## src/rtl/rv_decode_pkg.sv

```systemverilog
// Shared RV32I decode constants: opcodes, funct3/funct7 fields and ALU operation codes.
package rv_decode_pkg;

   localparam logic [6:0] OPC_OP_IMM = 7'b0010011;
   localparam logic [6:0] OPC_OP     = 7'b0110011;
   localparam logic [6:0] OPC_LUI    = 7'b0110111;
   localparam logic [6:0] OPC_AUIPC  = 7'b0010111;

   localparam logic [2:0] F3_ADD_SUB = 3'b000;
   localparam logic [2:0] F3_SLL     = 3'b001;
   localparam logic [2:0] F3_SLT     = 3'b010;
   localparam logic [2:0] F3_SLTU    = 3'b011;
   localparam logic [2:0] F3_XOR     = 3'b100;
   localparam logic [2:0] F3_SRL_SRA = 3'b101;
   localparam logic [2:0] F3_OR      = 3'b110;
   localparam logic [2:0] F3_AND     = 3'b111;

   localparam logic [6:0] F7_BASE   = 7'b0000000;
   localparam logic [6:0] F7_ALT    = 7'b0100000;
   localparam logic [6:0] F7_MULDIV = 7'b0000001;

   typedef enum logic [4:0] {
      ALU_ADD    = 5'd0,
      ALU_SUB    = 5'd1,
      ALU_SLL    = 5'd2,
      ALU_SLT    = 5'd3,
      ALU_SLTU   = 5'd4,
      ALU_XOR    = 5'd5,
      ALU_SRL    = 5'd6,
      ALU_SRA    = 5'd7,
      ALU_OR     = 5'd8,
      ALU_AND    = 5'd9,
      ALU_PASS_B = 5'd10,
      ALU_MUL    = 5'd11,
      ALU_MULH   = 5'd12,
      ALU_MULHSU = 5'd13,
      ALU_MULHU  = 5'd14,
      ALU_DIV    = 5'd15,
      ALU_DIVU   = 5'd16,
      ALU_REM    = 5'd17,
      ALU_REMU   = 5'd18
   } alu_op_e;

   // M-extension funct3 order matches the MUL..REMU code order, so it is a plain offset.
   function automatic alu_op_e muldiv_op(input logic [2:0] f3);
      return alu_op_e'(5'd11 + {2'b00, f3});
   endfunction

endpackage

```

## src/rtl/rv_decoder.sv

```systemverilog
// Combinational RV32I OP/OP-IMM/LUI/AUIPC decoder; RV_M_EXT_EN adds the M-extension OP group.
module rv_decoder
   import rv_decode_pkg::*;
(
   input  logic [31:0] instr,
   output logic        dec_we,
   output logic        dec_use_imm,
   output logic        dec_use_pc,
   output logic [4:0]  dec_alu_op,
   output logic [31:0] dec_imm,
   output logic [4:0]  dec_rd,
   output logic [4:0]  dec_rs1,
   output logic [4:0]  dec_rs2,
   output logic        dec_illegal
);

   logic [6:0] opcode;
   logic [2:0] f3;
   logic [6:0] f7;
   logic [31:0] shamt_imm;
   alu_op_e    op;

   assign opcode    = instr[6:0];
   assign f3        = instr[14:12];
   assign f7        = instr[31:25];
   assign shamt_imm = {27'b0, instr[24:20]};

   assign dec_rd  = instr[11:7];
   assign dec_rs1 = instr[19:15];
   assign dec_rs2 = instr[24:20];

   always_comb begin
      op          = ALU_ADD;
      dec_illegal = 1'b1;
      dec_use_imm = 1'b0;
      dec_use_pc  = 1'b0;
      dec_imm     = '0;
      dec_we      = 1'b0;
      case (opcode)
         OPC_OP_IMM: begin
            dec_illegal = 1'b0;
            dec_use_imm = 1'b1;
            dec_imm     = {{20{instr[31]}}, instr[31:20]};
            case (f3)
               F3_ADD_SUB: op = ALU_ADD;
               F3_SLT:     op = ALU_SLT;
               F3_SLTU:    op = ALU_SLTU;
               F3_XOR:     op = ALU_XOR;
               F3_OR:      op = ALU_OR;
               F3_AND:     op = ALU_AND;
               F3_SLL: begin
                  op          = ALU_SLL;
                  dec_imm     = shamt_imm;
                  dec_illegal = (f7 != F7_BASE);
               end
               default: begin
                  dec_imm = shamt_imm;
                  if (f7 == F7_BASE)     op = ALU_SRL;
                  else if (f7 == F7_ALT) op = ALU_SRA;
                  else                   dec_illegal = 1'b1;
               end
            endcase
         end
         OPC_OP: begin
            if (f7 == F7_BASE) begin
               dec_illegal = 1'b0;
               case (f3)
                  F3_ADD_SUB: op = ALU_ADD;
                  F3_SLL:     op = ALU_SLL;
                  F3_SLT:     op = ALU_SLT;
                  F3_SLTU:    op = ALU_SLTU;
                  F3_XOR:     op = ALU_XOR;
                  F3_SRL_SRA: op = ALU_SRL;
                  F3_OR:      op = ALU_OR;
                  default:    op = ALU_AND;
               endcase
            end else if (f7 == F7_ALT) begin
               if (f3 == F3_ADD_SUB) begin
                  op          = ALU_SUB;
                  dec_illegal = 1'b0;
               end else if (f3 == F3_SRL_SRA) begin
                  op          = ALU_SRA;
                  dec_illegal = 1'b0;
               end
            end else if (f7 == F7_MULDIV) begin
`ifdef RV_M_EXT_EN
               op          = muldiv_op(f3);
               dec_illegal = 1'b0;
`else
               dec_illegal = 1'b1;
`endif
            end
         end
         OPC_LUI: begin
            dec_illegal = 1'b0;
            dec_use_imm = 1'b1;
            op          = ALU_PASS_B;
            dec_imm     = {instr[31:12], 12'b0};
         end
         OPC_AUIPC: begin
            dec_illegal = 1'b0;
            dec_use_imm = 1'b1;
            dec_use_pc  = 1'b1;
            op          = ALU_ADD;
            dec_imm     = {instr[31:12], 12'b0};
         end
         default: dec_illegal = 1'b1;
      endcase

      // Illegal bundles carry a neutral payload so nothing downstream acts on stale fields.
      if (dec_illegal) begin
         op          = ALU_ADD;
         dec_imm     = '0;
         dec_use_imm = 1'b0;
         dec_use_pc  = 1'b0;
      end
      dec_we = !dec_illegal && (dec_rd != 5'd0);
   end

   assign dec_alu_op = op;

endmodule

```

## src/rtl/decode_stage.sv

```systemverilog
// Registered decode stage with valid/ready handshake, flush and saturating illegal counter.
// Define RV_M_EXT_EN to decode the M-extension OP group (see rv_decoder).
module decode_stage
   import rv_decode_pkg::*;
#(
   parameter int XLEN     = 32,
   parameter int ALU_OP_W = 5,
   parameter int CNT_W    = 16
) (
   input  logic                clk,
   input  logic                rst_n,
   input  logic                in_valid,
   output logic                in_ready,
   input  logic [31:0]         in_instr,
   input  logic [XLEN-1:0]     in_pc,
   input  logic                flush,
   output logic                out_valid,
   input  logic                out_ready,
   output logic                out_we,
   output logic                out_use_imm,
   output logic                out_use_pc,
   output logic [ALU_OP_W-1:0] out_alu_op,
   output logic [XLEN-1:0]     out_imm,
   output logic [4:0]          out_rd,
   output logic [4:0]          out_rs1,
   output logic [4:0]          out_rs2,
   output logic [XLEN-1:0]     out_pc,
   output logic                out_illegal,
   output logic [CNT_W-1:0]    illegal_count
);

   if (XLEN != 32) begin : g_xlen_check
      $error("decode_stage: only XLEN=32 is supported");
   end

   logic        dec_we, dec_use_imm, dec_use_pc, dec_illegal;
   logic [4:0]  dec_alu_op, dec_rd, dec_rs1, dec_rs2;
   logic [31:0] dec_imm;

   rv_decoder u_dec (
      .instr       (in_instr),
      .dec_we      (dec_we),
      .dec_use_imm (dec_use_imm),
      .dec_use_pc  (dec_use_pc),
      .dec_alu_op  (dec_alu_op),
      .dec_imm     (dec_imm),
      .dec_rd      (dec_rd),
      .dec_rs1     (dec_rs1),
      .dec_rs2     (dec_rs2),
      .dec_illegal (dec_illegal)
   );

   logic                valid_q, valid_d;
   logic                we_q, we_d, use_imm_q, use_imm_d, use_pc_q, use_pc_d;
   logic                illegal_q, illegal_d;
   logic [ALU_OP_W-1:0] alu_op_q, alu_op_d;
   logic [XLEN-1:0]     imm_q, imm_d, pc_q, pc_d;
   logic [4:0]          rd_q, rd_d, rs1_q, rs1_d, rs2_q, rs2_d;
   logic [CNT_W-1:0]    cnt_q, cnt_d;
   logic                xfer;

   assign in_ready = !flush && (!valid_q || out_ready);
   assign xfer     = in_valid && in_ready;

   always_comb begin
      valid_d   = valid_q;
      we_d      = we_q;
      use_imm_d = use_imm_q;
      use_pc_d  = use_pc_q;
      alu_op_d  = alu_op_q;
      imm_d     = imm_q;
      rd_d      = rd_q;
      rs1_d     = rs1_q;
      rs2_d     = rs2_q;
      pc_d      = pc_q;
      illegal_d = illegal_q;
      cnt_d     = cnt_q;

      // flush blocks in_ready, so xfer can never coincide with it.
      if (flush) begin
         valid_d = 1'b0;
      end else if (xfer) begin
         valid_d   = 1'b1;
         we_d      = dec_we;
         use_imm_d = dec_use_imm;
         use_pc_d  = dec_use_pc;
         alu_op_d  = ALU_OP_W'(dec_alu_op);
         imm_d     = XLEN'(dec_imm);
         rd_d      = dec_rd;
         rs1_d     = dec_rs1;
         rs2_d     = dec_rs2;
         pc_d      = in_pc;
         illegal_d = dec_illegal;
         if (dec_illegal && (cnt_q != '1)) cnt_d = cnt_q + CNT_W'(1);
      end else if (out_ready) begin
         valid_d = 1'b0;
      end
   end

   always_ff @(posedge clk or negedge rst_n) begin
      if (!rst_n) begin
         valid_q   <= 1'b0;
         we_q      <= 1'b0;
         use_imm_q <= 1'b0;
         use_pc_q  <= 1'b0;
         alu_op_q  <= '0;
         imm_q     <= '0;
         rd_q      <= '0;
         rs1_q     <= '0;
         rs2_q     <= '0;
         pc_q      <= '0;
         illegal_q <= 1'b0;
         cnt_q     <= '0;
      end else begin
         valid_q   <= valid_d;
         we_q      <= we_d;
         use_imm_q <= use_imm_d;
         use_pc_q  <= use_pc_d;
         alu_op_q  <= alu_op_d;
         imm_q     <= imm_d;
         rd_q      <= rd_d;
         rs1_q     <= rs1_d;
         rs2_q     <= rs2_d;
         pc_q      <= pc_d;
         illegal_q <= illegal_d;
         cnt_q     <= cnt_d;
      end
   end

   assign out_valid     = valid_q;
   assign out_we        = we_q;
   assign out_use_imm   = use_imm_q;
   assign out_use_pc    = use_pc_q;
   assign out_alu_op    = alu_op_q;
   assign out_imm       = imm_q;
   assign out_rd        = rd_q;
   assign out_rs1       = rs1_q;
   assign out_rs2       = rs2_q;
   assign out_pc        = pc_q;
   assign out_illegal   = illegal_q;
   assign illegal_count = cnt_q;

endmodule

```

## config.mk

```make
export PLATFORM = sky130hd
export DESIGN_NAME = decode_stage
export DESIGN_NICKNAME = d
export VERILOG_FILES = /design/src/rtl/rv_decode_pkg.sv /design/src/rtl/rv_decoder.sv /design/src/rtl/decode_stage.sv
export SDC_FILE = /design/constraint.sdc
export NUM_CORES = 1
export LEC_CHECK = 0
export ABC_AREA = 1
export BUFFER_PORTS_ARGS = -buffer_cell sky130_fd_sc_hd__buf_2
export CAP_MARGIN = 20
export CORE_MARGIN = 10
export CORE_UTILIZATION = 54
export CTS_CLUSTER_DIAMETER = 150
export DETAILED_ROUTE_END_ITERATION = 6
export PLACE_DENSITY = 0.86
export SLEW_MARGIN = 20
export SYNTH_ARGS = -nofsm -noshare
export SYNTH_HDL_FRONTEND = slang
export SYNTH_SLANG_ARGS = --single-unit
```

## constraint.sdc

```tcl
create_clock -name clk -period 3.2 [get_ports clk]
set_input_delay 0.48 -clock clk [delete_from_list [all_inputs] [get_ports clk]]
set_output_delay 0.48 -clock clk [all_outputs]
set_load 0.05 [all_outputs]
```

# --- Word level (Yosys, flattened, before mapping) ---
# Index checks and enable logic that the tools add are counted.
classes:
  addsub: 1
  multipliers: 0
  n_div: 0
  n_lt_le_gt_ge: 0
  eq_ne: 13
  shifts: 0
  mux: 28
  bitwise: 1
  n_reduce_logical: 18
ops:
  columns: ["operator", "n"]
  rows:
  - ["32-bit 2-to-1 mux", 2]
  - ["32-bit case mux with 2 select lines", 1]
  - ["5-bit case mux with 7 select lines", 1]
  - ["4-bit case mux with 7 select lines", 1]
  - ["5-bit 2-to-1 mux", 5]
  - ["7-bit by 6-bit == test with 1-bit output, second input constant", 3]
  - ["16-bit by 1-bit adder with 16-bit output, second input constant", 1]
  - ["16-bit != test, second input constant", 1]
  - ["5-bit case mux with 3 select lines", 1]
  - ["7-bit by 5-bit == test with 1-bit output, second input constant", 2]
  - ["1-bit 2-to-1 mux", 13]
  - ["3-bit == test, second input constant", 4]
  - ["7-bit logical NOT", 1]
  - ["7-bit nonzero test", 1]
  - ["3-bit by 2-bit == test with 1-bit output, second input constant", 2]
  - ["3-bit 2-to-1 mux", 2]
  - ["6-bit OR reduction", 1]
  - ["5-bit nonzero test", 1]
  - ["1-bit logical AND", 4]
  - ["3-bit by 1-bit == test with 1-bit output, second input constant", 1]
  - ["1-bit logical NOT", 3]
  - ["3-bit logical NOT", 1]
  - ["1-bit case mux with 3 select lines", 1]
  - ["3-bit AND reduction", 1]
  - ["7 further kinds", 7]
word_totals:
  register_bits: 105
  latch_bits: 0
  ramBits: 0
  rom_bits: 0
  inputBits: 69
  output_inout_bits: 106
  wordCells: 73
  n_memories: 0

# --- Depth between registers and ports, before layout ---
# Gate-level depths: netlist (run 1).
logic_depth:
  word_depth: 8
  depth_mapped: 11
  mapped_depth_nobuf: 10

# --- Hierarchy ---
# A second synthesis (run 1) with hierarchy kept.
unflattened:
  cells_unflattened: 709
  hier_area_um2: 5291.3
modules_own_cells:
  columns: ["mod", "instances", "cells_per_inst", "area_each_um2", "seq_area_each_um2"]
  rows:
  - ["decode_stage", 1, 536, 4394.2, 2627.5]
  - ["rv_decoder", 1, 173, 897.1, 0.0]

# --- Worst setup path before layout (run 1) ---
# OpenSTA, ideal clock, no wires.
synth_timing:
  path_type: "register to register"
  startpoint: "register valid_q, in the netlist out_valid"
  endpoint: "register we_q, in the netlist out_we"
  setup_ns: 0.083
  arrival_ns: 2.071
  required_ns: 3.117
  setup_slack_ns: 1.047
  path_stages_with_launch: 10
  n_path_buf: 2
  period_less_slack_ns: 2.153
  cell_sequence: "dfrtp_1 -> nand2_1 -> inv_1 -> nor2_2 -> nand2_2 -> inv_2 -> buf_2 -> buf_2 -> o31ai_1 -> o21ai_0"
synth_via:
  elab_chain_cells: 5
synth_lines:
  columns: ["element", "line_no", "source"]
  rows:
  - ["start: declaration", "decode_stage.sv:53", "logic valid_q, valid_d;"]
  - ["start signal: assignment", "decode_stage.sv:115", "valid_q <= valid_d;"]
  - ["1-bit logical NOT", "decode_stage.sv:62", "assign in_ready = !flush && (!valid_q || out_ready);"]
  - ["1-bit logical OR", "decode_stage.sv:62", null]
  - ["1-bit logical AND", "decode_stage.sv:62", null]
  - ["via in_ready", "decode_stage.sv:13", "output logic in_ready,"]
  - ["1-bit logical AND", "decode_stage.sv:63", "assign xfer = in_valid && in_ready;"]
  - ["2-bit AND reduction (no source line)", null, null]
  - ["end signal: assignment", "decode_stage.sv:116", "we_q <= we_d;"]
  - ["end: declaration", "decode_stage.sv:54", "logic we_q, we_d, use_imm_q, use_imm_d, use_pc_q, use_pc_d;"]
# The timed path passes the listed nets, and every way through them passes these cells.
# A chain may end at the register's enable or synchronous reset.

# --- Worst setup path after layout (run 1) ---
layout_timing:
  startpoint: "register cnt_q[0], in the netlist illegal_count[0]"
  endpoint: "register cnt_q[0], in the netlist illegal_count[0]"
layout_via:
  elab_chain_cells: 3
  word_cells_on_any_way: 4
  cone_classes: "1 x add/sub; 1 x eq/ne; 2 x reduce/logical"
layout_lines:
  columns: ["element", "line_no", "source"]
  rows:
  - ["start: declaration", "decode_stage.sv:59", "logic [CNT_W-1:0] cnt_q, cnt_d;"]
  - ["start signal: assignment", "decode_stage.sv:126", "cnt_q <= cnt_d;"]
  - ["branches (longest 3 deep; another with 16-bit by 1-bit adder with 16-bit output)", null, null]
# Several ways; the timed one is not identified.

==> results.toml, run 1 <==
[die]
die_area_sq_um = 13130
start_util_pct = 55.38
core_area_sq_um = 8721
fp.dieH_microns = 114.6
rows = 34
ios = 175
die_w_microns = 114.6

[detailed_routing]
num_vias = 4516
first_iter_violations = 286
drc = 0
wl_per_cell_microns = 15.51
vias_per_cell = 5.155
firstDrtPassIters = 5
drt_wl_total_mm = 13.59
antenna_left = 0

[global_routing]
gr-total-overflow = 0
grt_pass1_vias = 4588
grt_max_degree = 105
antenna_found_initial = 0
grt_usage_pct = 20.44
grt_pass1_wl_mm = 22.18

[place]
dpl.hpwl_mm = 10.11
io_buffers = 173
place_area_sq_um = 5759
gp_congestion = 0.8762
dp.cells = 861

[critical_path]
slowest_delay_ns = 0.46
regToRegEndpoint = "illegal_count[0]"
path_cells = "ha_1 -> nand3_2 -> inv_2 -> nand3_2 -> nor2_4 -> nand4_4 -> nand3_4 -> nand2_1 -> nand2_1"
worstSetupPathType = "register to register"
crit_path_top_delay_cell = "dfrtp_1"
critPathLaunchType = "register"
worstPathArrival_ns = 2.28
r2r_slack_ns = 1.21
required_ns = 3.48
worstPathMaxFanout = 17
rr_worst_depth = 9
rr_startpoint = "illegal_count[0]"
crit_start = "illegal_count[0]"
critPathCaptureType = "register"

[timing]
finClkSkew_ns = 0.01623
hold_ws_ns = 0.1464
fmax_mhz = 501.4
slew_headroom_pct = 29.98
fin_setup_tns_ns = 0
rsz0062_at_grt = "false"
final-setup-viol-count = 0
min_period_ns = 1.994
final.period_utilization_pct = 62.32
hold_viol = 0
slew_violations = 0
worst_slew_pin_slew_ns = 1.050

[finish]
drive_gt1_share_pct = 26.82
regArea_sq_um = 2603
multi_input_comb_area_sq_um = 1968
layout.cells.non_filler = 876
final_cell_area_sq_um = 5929
syn_to_final_growth_pct = 22.77
num_antenna_cells = 0
nNetsFinal = 834
n_fill_cell = 719

[clock_tree]
cts_sinks = 104
root_buffer = "clkbuf_8"
htreeDepth = 3
clkLatencyLatePin_ns = 0.36
numCtsBuffers = 9
tritoncts = "yes"
clockBufferDepth = 2
post_cts_buffers = 0
cts_resized = 0
postCtsHoldBufs = 0
clk_pin_slew_worst_paths_ns = 0.10

[logic_synthesis]
synth_largest_area_cell = "dfrtp_1"
synth_area_per_cell_sq_um = 7.996
syn_nets = 674
yosysSeqAreaShare_pct = 53.89
synth_cells = 604
synth-seq-cells = 104
ys_types = 31
synth.top_cell.area_share_pct = 53.89
yosysWarnings = 0
synth.area.top_cells = "dfrtp_1, nand2_1, o21ai_0, nand3_1, inv_1"
syn_area_sq_um = 4830

[power_and_ir_drop]
peakVddDrop_mv = 0.3136
leakagePower_nw = 3.350
power-per-cell-area_nw_per_um2 = 525.1

[flow_run]
max-cap-violations = 0

[min_path]
hp-class = "primary input to asynchronous set/reset pin"

[outcome]
outcome = "finished, final reports clean"
-- routing by layer --
layer	routed length, microns	global-route usage [%]	vias to the layer above	share of wire [%]
met5	0	0	-	0
met4	218	6.516	0	1.6
met3	1361	7.180	18	10
met2	6571	33.94	178	48
met1	5435	24.18	2081	40
li1	-	-	2239	-
-- how the worst max path moves through the flow --
stage	endpoint	slack, ns	cells past startpoint
floorplan	out_we	1.05	9
global placement	illegal_count[14]	1.02	10
detailed placement	illegal_count[0]	0.88	10
CTS	illegal_count[0]	1.23	9
global route	illegal_count[2]	1.00	9
finish	illegal_count[0]	1.21	9
-- report_power, final --
group	internal, mW	switching, mW	leakage [nW]
logic	0.194	0.667	1.91
registers	1.43	0.0879	1.37
clock network	0.283	0.453	0.0753
-- cell usage after synthesis --
cell and number:
nand2_1 270, dfrtp_1 104, o21ai_0 33, inv_1 32, nor2_1 29, nand3_1 26, a21oi_1 23, nand4_1 17
clkbuf_1 14, buf_2 13, o31ai_1 8, xnor2_1 7, nand3_2 3, nand3b_1 3, xor2_1 3, inv_2 2
nor3_1 2, o21ai_1 2, a22oi_1 1, buf_1 1, buf_4 1, buf_6 1, conb_1 1, ha_1 1
nand2_2 1, nand3_4 1, nand4_4 1, nor2_2 1, nor2_4 1, o211ai_1 1, or2_2 1
-- cell families after synthesis --
kind of cell / synth area share (%)
simple gates: 30.85
fa+ha+maj: 0.2590
other cells: 0.07765
buf+inv: 5.544
xor+xnor: 1.814
flops: 53.89
compound gates: 7.565
-- stage by stage --
stage	setup slack, ns	utilization (%)	power [mW]
2_1_floorplan	1.047	-	2.140
3_3_place_gp	1.016	66.04	2.385
3_5_place_dp	0.8845	66.04	2.410
4_1_cts	1.230	67.99	3.137
5_1_grt	1.001	67.99	3.251
6_report	1.206	67.99	3.113
-- registers in the layout, summed over array words and instances, names as in the netlist --
register	count
out_pc	32
out_rs2	5
out_we	1
out_alu_op	4
out_rd	5
illegal_count	16
out_use_imm	1
out_valid	1
out_imm	32
out_use_pc	1
out_illegal	1
out_rs1	5
-- cell type report --
cell class | instances | share of cell area, %
timing repair buffer | 179 | 15.62
clock inverter | 6 | 0.7808
clock buffer | 9 | 2.089
multi-input combinational | 436 | 33.19
sequential | 104 | 43.89
inverter | 34 | 2.152
tap | 108 | 2.279
-- critical path, delay by kind of cell, from the launching register on --
family / cells / cell delay (ns)
and+or+nand+nor: 7 / 1.14
buffers and inverters: 1 / 0.11
adders and majority gates: 1 / 0.23
DFF: 1 / 0.46
-- cells in the final DEF, fill, tap and decap left out, types with 2 or more instances in the layout --
cell type,netlist,layout
xnor2_1,7,7
o21ai_1,2,2
clkinvlp_4,0,4
clkbuf_8,0,9
nor3_1,2,2
nand2_1,270,270
o21ai_0,33,33
nand4_1,17,17
buf_4,1,6
xor2_1,3,3
nand3_2,3,3
dfrtp_1,104,104
a21oi_1,23,22
o31ai_1,8,8
inv_1,32,32
nor2_1,29,29
inv_2,2,2
buf_2,13,172
nand3b_1,3,3
nand3_1,26,26
No activity file was read; power rests on OpenSTA's default activity.
==> run 2, diff against run 1 <==
Settings changed: CORE_UTILIZATION 54 to 50, PLACE_DENSITY 0.86 to 0.81.
Clock period 3.2 ns to 1.9 ns, I/O delays scaled along.
==> run 2 against run 1 <==
Non-clock buffer count is 16 higher; power is 71% higher; die area is 6.6% higher; register-to-register slack worse by 1.0 ns; via count is 2.9% higher.
==> results.toml, run 2 (same netlist as run 1, synthesis figures left out) <==
[outcome]
outcome = "finished, final reports clean"

[finish]
layout.cells.non_filler = 914
nNetsFinal = 850
n_fill_cell = 817
drive_gt1_share_pct = 28.28
num_antenna_cells = 0
mostFrequentLayoutCells = "nand2_1, buf_2, dfrtp_1"
final_cell_area_sq_um = 6097
syn_to_final_growth_pct = 26.24
final_common_cell = "nand2_1"

[detailed_routing]
firstDrtPassIters = 5
num_vias = 4646
first_iter_violations = 345
drt_wl_total_mm = 14.01
wl_per_cell_microns = 15.33
drc = 0
antenna_left = 0
vias_per_cell = 5.083

[place]
place_area_sq_um = 5901
dpl.hpwl_mm = 10.78
dp.cells = 895
gp_congestion = 0.8911
io_buffers = 173

[critical_path]
cp_common_cell = "nand3_2"
worstSetupPathType = "register to register"
cp.depth = 9
rr_worst_depth = 9
crit_path_top_delay_cell = "dfrtp_2"
worstPathArrival_ns = 1.99
critPathLaunchType = "register"
required_ns = 2.16
path_cells = "ha_1 -> nand3_2 -> inv_2 -> nand3_2 -> nor2_4 -> nand4_4 -> buf_4 -> nand4_1 -> nand2_1"
worstPathMaxFanout = 7
crit_family = "simple AND/OR/NAND/NOR gates"
critPathCaptureType = "register"
crit_buf_inv = 2
slowest_delay_ns = 0.42

[timing]
slew_violations = 0
hold_viol = 0
final-setup-viol-count = 0
rsz0062_at_grt = "false"
min_period_ns = 1.738
finClkSkew_ns = 0.01208
hold_ws_ns = 0.1048
fmax_mhz = 575.3
final.period_utilization_pct = 91.48

[global_routing]
met3_usage_pct = 5.997
grt_pass1_wl_mm = 23.23
antenna_found_initial = 0
gr-total-overflow = 0
grt_usage_pct = 19.76
grt_pass1_vias = 4744
use_met2_pct = 32.61
grt_max_degree = 76
gr-usage-met1_pct = 24.06
busiest_layer = "met2"

[die]
die_w_microns = 118.3
ios = 175
fp.dieH_microns = 118.3
core_area_sq_um = 9328
rows = 35
start_util_pct = 51.78
die_area_sq_um = 13990

[clock_tree]
clkLatencyLatePin_ns = 0.36
tritoncts = "yes"
cts_resized = 0
root_buffer = "clkbuf_8"
cts_sinks = 104
clockBufferDepth = 2
numCtsBuffers = 9
htreeDepth = 3
clk_pin_slew_worst_paths_ns = 0.11

[min_path]
hold_depth = 3
hp-class = "primary input to register"

[power_and_ir_drop]
power-per-cell-area_nw_per_um2 = 871.5
leakagePower_nw = 3.435
peakVddDrop_mv = 0.5995

[flow_run]
max-cap-violations = 0
run 2: changes by cell type in the layout (fill, tap and decap cells not counted), moves of 2 or more:
cell / change
clkbuf_1: +2
clkinvlp_4: -2
dfrtp_1: -3
dfrtp_2: +3
buf_4: +14
run 2: worst reg2reg max path, cell delays in order (launching register included):
cell and delay [ns]:
dfrtp_2 0.42, ha_1 0.21, nand3_2 0.12, inv_2 0.10, nand3_2 0.10, nor2_4 0.13, nand4_4 0.16, buf_4 0.22
nand4_1 0.10, nand2_1 0.07
run 2: metal layers:
metal | part of all wire [%] | vias up
met5 | 0 | -
met4 | 2.0 | 0
met3 | 8.3 | 26
met2 | 48 | 185
met1 | 41 | 2171
li1 | - | 2264
run 2: path summary, 6_finish.rpt:
check | from | endpoint | slack [ns]
worst max-delay path | illegal_count[0] | illegal_count[7] | 0.16
worst min-delay path | in_pc[17] | out_pc[17] | 0.10
worst max register to register | illegal_count[0] | illegal_count[7] | 0.16
worst min register to register | out_pc[31] | out_pc[31] | 0.49
max in group asynchronous | rst_n | out_imm[14] | 0.92
min in group asynchronous | rst_n | out_pc[0] | 0.40
run 2: through the flow:
step	power (mW)	setup TNS [ns]	setup slack (ns)	utilization, %
after global routing	5.583	0	0.06276	65.37
after global placement	4.043	0	0.1175	63.26
after detailed placement	4.082	-0.01508	-0.01508	63.26
after floorplan	3.608	0	0.01395	-
final	5.313	0	0.1618	65.37
after CTS	5.348	0	0.08526	65.20
run 2: layout make-up:
class / count / area [sq um] / area share (%)
clock buffer: 11 / 131.4 / 2.155
clock inverter: 5 / 40.04 / 0.6567
inverter: 34 / 127.6 / 2.093
multi-input combinational: 436 / 1969 / 32.30
sequential: 104 / 2606 / 42.75
tap: 129 / 161.4 / 2.647
timing repair buffer: 195 / 1061 / 17.40
run 2: repair_timing:
item | CTS | global route
hold buffers | 1 | 0
endpoints found under the setup margin | 0 | 1
hold endpoints to repair | 29 | 0
buffers inserted | 0 | 2
run 2: where the power goes:
part / internal [mW] / total, mW / switching [mW]
clock network: 0.491 / 1.29 / 0.796
registers: 2.41 / 2.56 / 0.148
logic: 0.342 / 1.47 / 1.13
total: 3.24 / 5.31 / 2.07
